==> config.mk <==
export PLATFORM = sky130hd
export DESIGN_NAME = door_lock_ctrl
export DESIGN_NICKNAME = d
export VERILOG_FILES = /design/src/rtl/door_lock_ctrl.sv
export SDC_FILE = /design/constraint.sdc
export NUM_CORES = 1
export LEC_CHECK = 0
export BUFFER_PORTS_ARGS = -buffer_cell sky130_fd_sc_hd__buf_2
export CAP_MARGIN = 15
export CELL_PAD_IN_SITES_DETAIL_PLACEMENT = 0
export CELL_PAD_IN_SITES_GLOBAL_PLACEMENT = 2
export CORE_MARGIN = 4
export CORE_UTILIZATION = 30
export DETAILED_ROUTE_END_ITERATION = 6
export GPL_TIMING_DRIVEN = 0
export PLACE_DENSITY_LB_ADDON = 0.05
export SLEW_MARGIN = 20
export SYNTH_ARGS = -nofsm -noshare
export SYNTH_HDL_FRONTEND = slang
export SYNTH_SLANG_ARGS = --single-unit
==> constraint.sdc <==
create_clock -name clk -period 4.4 [get_ports clk]
set_input_delay 0.88 -clock clk [delete_from_list [all_inputs] [get_ports clk]]
set_output_delay 0.88 -clock clk [all_outputs]
set_load 0.005 [all_outputs]
==> src/rtl/door_lock_ctrl.sv <==
// rtl/door_lock_ctrl.sv - keypad code lock: entry, timed open, error blink, fail count
// Define LOCKOUT_EN to add a lockout state after MAX_FAIL consecutive failed codes.
module door_lock_ctrl #(
    parameter int NUM_KEYS = 4,
    parameter int CODE_LEN = 4,
    parameter int KW = $clog2(NUM_KEYS),
    parameter logic [CODE_LEN*KW-1:0] RESET_CODE = {2'd3, 2'd1, 2'd2, 2'd0},
    parameter int TIMEOUT = 10,
    parameter int OPEN_TIME = 3,
    parameter int BLINK_HALF = 1,
    parameter int BLINKS = 3,
    parameter int MAX_FAIL = 3,
    parameter int LOCKOUT_TIME = 20
) (
    input  logic                   clk,
    input  logic                   reset,
    input  logic [NUM_KEYS-1:0]    btn,
    input  logic                   code_we,
    input  logic [CODE_LEN*KW-1:0] code_in,
    output logic                   door_open,
    output logic                   green_led,
    output logic                   red_led,
    output logic                   locked_out,
    output logic [3:0]             fail_cnt
);

    typedef enum logic [2:0] {
        S_IDLE,
        S_ENTRY,
        S_OPEN,
        S_ERROR
`ifdef LOCKOUT_EN
        , S_LOCKOUT
`endif
    } state_t;

    localparam logic [3:0]  LAST_DIGIT = 4'(CODE_LEN - 1);
    localparam logic [15:0] TO_LAST    = 16'(TIMEOUT - 1);
    localparam logic [15:0] OPEN_LAST  = 16'(OPEN_TIME - 1);
    localparam logic [15:0] ERR_LAST   = 16'(2 * BLINKS * BLINK_HALF - 1);
    localparam logic [15:0] BLINK_LAST = 16'(2 * BLINK_HALF - 1);
    localparam logic [15:0] BH         = 16'(BLINK_HALF);
`ifdef LOCKOUT_EN
    localparam logic [15:0] LOCK_LAST  = 16'(LOCKOUT_TIME - 1);
    localparam logic [3:0]  FAIL_LIMIT = 4'(MAX_FAIL);
`endif

    state_t                 state;
    logic [CODE_LEN*KW-1:0] code_reg;
    logic [NUM_KEYS-1:0]    btn_prev;
    logic [3:0]             digit_cnt;
    logic                   mismatch;
    logic [15:0]            timer;
    logic [15:0]            blink;

    logic [NUM_KEYS-1:0]    rise;
    logic [NUM_KEYS-1:0]    exp_hot;
    logic [KW-1:0]          cur_digit;
    logic                   press;
    logic                   mm_total;

    // A multi-key rise never equals the one-hot expectation, so it counts as a wrong digit.
    always_comb begin
        rise      = btn & ~btn_prev;
        press     = |rise;
        cur_digit = code_reg[digit_cnt*KW +: KW];
        exp_hot   = NUM_KEYS'(1) << cur_digit;
        mm_total  = mismatch | (rise != exp_hot);
    end

`ifndef LOCKOUT_EN
    assign locked_out = 1'b0;
`endif

    always_ff @(posedge clk or posedge reset) begin
        if (reset) begin
            state     <= S_IDLE;
            code_reg  <= RESET_CODE;
            btn_prev  <= '0;
            digit_cnt <= '0;
            mismatch  <= 1'b0;
            timer     <= '0;
            blink     <= '0;
            fail_cnt  <= '0;
            door_open <= 1'b0;
            green_led <= 1'b0;
            red_led   <= 1'b0;
`ifdef LOCKOUT_EN
            locked_out <= 1'b0;
`endif
        end else begin
            btn_prev <= btn;
            case (state)
                S_IDLE, S_ENTRY: begin
                    if (press) begin
                        timer <= '0;
                        if (digit_cnt == LAST_DIGIT) begin
                            digit_cnt <= '0;
                            mismatch  <= 1'b0;
                            if (mm_total) begin
                                state   <= S_ERROR;
                                red_led <= 1'b1;
                                blink   <= '0;
                                if (fail_cnt != 4'hF) fail_cnt <= fail_cnt + 4'd1;
                            end else begin
                                state     <= S_OPEN;
                                door_open <= 1'b1;
                                green_led <= 1'b1;
                                fail_cnt  <= '0;
                            end
                        end else begin
                            state     <= S_ENTRY;
                            digit_cnt <= digit_cnt + 4'd1;
                            mismatch  <= mm_total;
                        end
                    end else if (state == S_IDLE) begin
                        if (code_we) code_reg <= code_in;
                    end else if (timer == TO_LAST) begin
                        state     <= S_IDLE;
                        digit_cnt <= '0;
                        mismatch  <= 1'b0;
                        timer     <= '0;
                    end else begin
                        timer <= timer + 16'd1;
                    end
                end
                S_OPEN: begin
                    if (timer == OPEN_LAST) begin
                        state     <= S_IDLE;
                        door_open <= 1'b0;
                        green_led <= 1'b0;
                        timer     <= '0;
                    end else begin
                        timer <= timer + 16'd1;
                    end
                end
                S_ERROR: begin
                    if (timer == ERR_LAST) begin
                        red_led <= 1'b0;
                        timer   <= '0;
                        blink   <= '0;
                        state   <= S_IDLE;
`ifdef LOCKOUT_EN
                        if (fail_cnt >= FAIL_LIMIT) begin
                            state      <= S_LOCKOUT;
                            locked_out <= 1'b1;
                        end
`endif
                    end else begin
                        timer <= timer + 16'd1;
                        // Blink phase restarts each 2*BLINK_HALF cycles with the LED on.
                        if (blink == BLINK_LAST) begin
                            blink   <= '0;
                            red_led <= 1'b1;
                        end else begin
                            blink   <= blink + 16'd1;
                            red_led <= (blink + 16'd1) < BH;
                        end
                    end
                end
`ifdef LOCKOUT_EN
                S_LOCKOUT: begin
                    if (timer == LOCK_LAST) begin
                        state      <= S_IDLE;
                        locked_out <= 1'b0;
                        fail_cnt   <= '0;
                        timer      <= '0;
                    end else begin
                        timer <= timer + 16'd1;
                    end
                end
`endif
                default: state <= S_IDLE;
            endcase
        end
    end

endmodule

Yosys cells after proc, flatten, opt, wreduce, memory -nomap -nowiden --
Cells that the tools add are included.
Storage, ports and cells: bits in registers 58, input bits 15, output and inout port bits 8, word-level logic and storage cells 96
Cells by class: equal/unequal tests 20, $add $sub $neg 4, shifts and indexed selects 2, reductions and logical operators 14, bitwise operators 4, mux-type cells 41, order comparisons 1
Operators with widths (count):
- 16-bit two-way mux | 10
- 16-bit one-hot mux with 3 select lines | 1
- 16-bit by 1-bit adder with 16-bit output, second input constant | 2
- 16-bit one-hot mux with 2 select lines | 1
- 4-bit two-way mux | 6
- 3-bit two-way mux | 6
- 16-bit by 1-bit equality test with 1-bit output, second input constant | 1
- 16-bit by 2-bit equality test with 1-bit output, second input constant | 1
- 16-bit by 3-bit equality test with 1-bit output, second input constant | 1
- 16-bit by 4-bit equality test with 1-bit output, second input constant | 1
- 16-bit by 1-bit < comparator with 1-bit output, second input constant | 1
- 4-bit AND reduction | 4
- 1-bit two-way mux | 14
- 2-bit inequality test, second input constant | 7
- 3-bit one-hot mux with 3 select lines | 1
- 4-bit by 1-bit adder with 4-bit output, second input constant | 2
- 8-bit by 6-bit variable part select with 2-bit output | 1
- 3-bit by 2-bit equality test with 1-bit output, second input constant | 2
- 3-bit inequality test, second input constant | 2
- 2-bit nonzero test | 3
- 5-bit AND reduction | 1
- 4-bit bitwise AND | 1
- 4-bit by 2-bit equality test with 1-bit output, second input constant | 1
- 4-bit inequality test | 1
- 14 further kinds | 15

Depth between registers and ports, before layout --
word-level depth 8, gate-level depth with buffers 9

Worst setup path after synthesis --
No wires, ideal clock.
path kind in2reg, from input port btn[0], to register blink[5], library setup time 0.087 ns, arrival 2.496 ns, setup slack 1.817 ns, stages on the path 7, path buffers 2, cell sequence and2b_2 > a2111oi_4 > nor3_1 > a22o_1 > buf_2 > buf_4 > o211ai_1
Between the ends: longest elaborated chain between the ends 5
Ends and longest elaborated chain:
- start: declaration | RTL line 17 | input logic [NUM_KEYS-1:0] btn,
- 4-bit bitwise AND (*) | RTL line 64 | rise = btn & ~btn_prev;
- 4-bit inequality test | RTL line 68 | mm_total = mismatch | (rise != exp_hot);
- 1-bit OR | RTL line 68
- 2-bit inequality test (no line)
- 4-bit AND reduction (no line) (*)
- end signal: assignment | RTL line 156 | blink <= blink + 16'd1;
- end: declaration | RTL line 54 | logic [15:0] blink;
Every way passes the cells marked *; elsewhere a longest branch is shown, timed or not. A chain may end at the register's enable or synchronous reset.

Worst setup path after layout --
from register blink[7], to register blink[8]
Between the ends: longest elaborated chain between the ends 4
Ends and longest elaborated chain:
- 16-bit by 1-bit adder with 16-bit output or 16-bit by 1-bit equality test with 1-bit output (tied branches) | RTL line 156, 152
- 16-bit two-way mux (*) | RTL line 152 | if (blink == BLINK_LAST) begin
- 16-bit two-way mux (*) | RTL line 138 | if (timer == ERR_LAST) begin
- 16-bit one-hot mux with 2 select lines (*) | RTL line 93 | case (state)
Marks and branches as above.

==> run metrics <==
Die H=114 um; Initial DRC Count=133; Syn Std Cell Area=3370 um2; CTS tree=built; RSZ-0062 raised after global routing=no; Yosys cell types=61; DR vias/cell=5.07; YS warnings=0; PortBufs=21; biggest area consumer among synthesized cells=dfrtp_1; final core utilization=36.1%; CTS Buf Count=9; antenna violations before repair=0; H-tree depth=3; Post-synth EDFFs=0; largest net degree at the start of global routing=50; Yosys reg bits=57; Max Transition Viols Final=0; Worst Path Max Fanout=10; fraction of layout cells with a size suffix above 1=between 20% and 30%; critical path arrival=~3000 ps; Setup TNS Final=0 ps; IO Count=23; HP Class=in2async; Slew HR=50.4%; Synth top area share=39.4%; Gate Count Post-Synth=approximately 350; cell with the most instances after synthesis=dfrtp_1; CTS Sinks=57; clock-pin slew on the worst setup and hold paths=approximately 50 ps; post-route ant nets=0; remaining global-route overflow=0; Hold-fix buffers, CTS=0; Clock Skew=5.32 ps; crit path capture type=flip-flop; Hold Fails Final Rpt=0; Worst Tran Pin Value=739 ps; Synth Flop Type=dfrtp_1; FF/Latch Area=~1400 um2; Pleak=roughly 1.7 nW; fraction of registers with async set or reset after synthesis=100%; wire per inst=15.3 um; ant diodes=0; first-pass GRT wire length=approximately 14 mm; die area=13,000 um2; FP Rows=38; clock latency on the worst-skew pair=approximately 320 ps; post-layout min period=2830 ps; final net count=409; DRT Pass-1 Iters=4; routed via count=2,691; number of global-route vias before repair=2,710; power per cell area=635 nW/um2; worst vdd ir=310 uV; CTS Buffer Depth=2; multi-input logic area=1740 um2; initial core utilization=a little under a third; # Max-Cap Violations=0; Syn Area/Cell=between 9 and 10 um2; Core ar.=10,900 um2; post-synthesis sequential area ratio=between 40% and 50%; dpl hpwl=approximately 5.7 mm; Total GRT Usage=13.5%; Max Freq=between 300 and 400 MHz; Post-synth top cells=dfrtp_1, nor2_1, nand2_1, nand3_1, a21oi_1; fin crit share=64.3%; Resize count post-CTS=0; Synth area leaders=dfrtp_1, nor2_1, mux2_2, nand2_1, nand3_1; root buf cell=clkbuf_16; Setup Crit Path Kind=reg2reg; Post-Layout Inst Area=between 3000 and 4000 um2; area grow syn2layout=17.4%; Die W=114 um; placed inst area=3680 um2; RePlAce Congestion=0.741; FILL cells=roughly 1,200; Worst EP required=4580 ps; Routed Wire Length=8.10 mm; setup bufs post-CTS=0; Final Setup Violations=0; status=finished clean; Critical Path Source Type=flip-flop; Syn Nets=roughly 380; drc violations=0
## per-stage QoR
stage,std cells,setup WS [ps],total power (W),hold slack (ps)
CTS,531,1570,0.00255,445
detailed placement,515,1240,0.00189,488
global placement,514,1090,0.00189,490
finish,531,1570,0.00251,453
global route,531,1390,0.00272,454
floorplan,353,1820,0.00159,466
## kinds of logic (layout without fill, tap and decap cells)
family | Yosys count | after routing | synth area share (%)
flip-flops | 57 | 57 | 42.5
buffers and inverters | 36 | 74 | 5.69
XOR/XNOR | 16 | 16 | 4.16
other | 1 | 1 | 0.111
adder cells (fa/ha/maj) | 8 | 8 | 2.97
AND/OR/NAND/NOR | 147 | 147 | 22.9
multiplexers | 17 | 17 | 6.21
AO/OA/AOI/OAI | 71 | 71 | 15.4
## power by group
part,internal (W),switching [W]
clock,0.000409,0.000238
sequential,0.000689,0.000109
combinational,0.000469,0.000596
## critical path: stages, from the launching register on
cell and delay, ps:
dfrtp_1 350, clkbuf_1 210, or3_1 440, nor4_1 280
and4_1 230, clkbuf_1 380, nor2_1 280, buf_2 280
a21oi_1 160, a31oi_1 60
## placed cells by master, fill, tap and decap left out, types with 5 or more instances in the layout
| cell | synthesis | layout |
|---|---|---|
| dfrtp_1 | 53 | 53 |
| nor2_1 | 33 | 33 |
| nand2_1 | 30 | 30 |
| buf_2 | 6 | 27 |
| nand3_1 | 22 | 22 |
| a21oi_1 | 18 | 18 |
| clkbuf_1 | 13 | 15 |
| o21ai_0 | 12 | 12 |
| xor2_1 | 11 | 11 |
| mux2_2 | 11 | 11 |
| a31oi_1 | 11 | 11 |
| inv_1 | 11 | 10 |
| nand4_1 | 9 | 9 |
| clkbuf_16 | 0 | 9 |
| and3_1 | 8 | 8 |
| ha_1 | 8 | 8 |
| nor3_1 | 6 | 6 |
| or3_1 | 6 | 6 |
| xnor2_1 | 5 | 5 |
| nor4_1 | 5 | 5 |
## final cells by class
class / count / share of cell area (%)
inverter: 11 / 1.11
clock inverter: 3 / 0.380
clock buffer: 13 / 6.58
timing repair buffer: 22 / 3.36
multi-input combinational: 260 / 44.1
tap: 140 / 4.43
sequential: 57 / 36.2
buffer: 25 / 3.80
## per-layer routing
metal	global-route usage, %	vias up	part of all wire [%]
li1	-	1343	-
met3	2.07	12	1.8
met4	6.18	0	1.9
met1	18.2	1303	49
met2	21.5	33	47
met5	0	-	0
## worst paths after layout
kind / from / end / slack [ps] / cells past startpoint
min reg2reg: mismatch$_DFFE_PP0P_ / mismatch$_DFFE_PP0P_ / 500 / 1
min in group clk: mismatch$_DFFE_PP0P_ / mismatch$_DFFE_PP0P_ / 500 / 1
min: reset / blink[4]$_DFFE_PP0P_ / 450 / 2
max reg2reg: blink[7]$_DFFE_PP0P_ / blink[8]$_DFFE_PP0P_ / 1570 / 9
max: blink[7]$_DFFE_PP0P_ / blink[8]$_DFFE_PP0P_ / 1570 / 9
max in group asynchronous: reset / code_reg[3]$_DFFE_PP1P_ / 3410 / 3
Power figures use the tool's default switching activity.
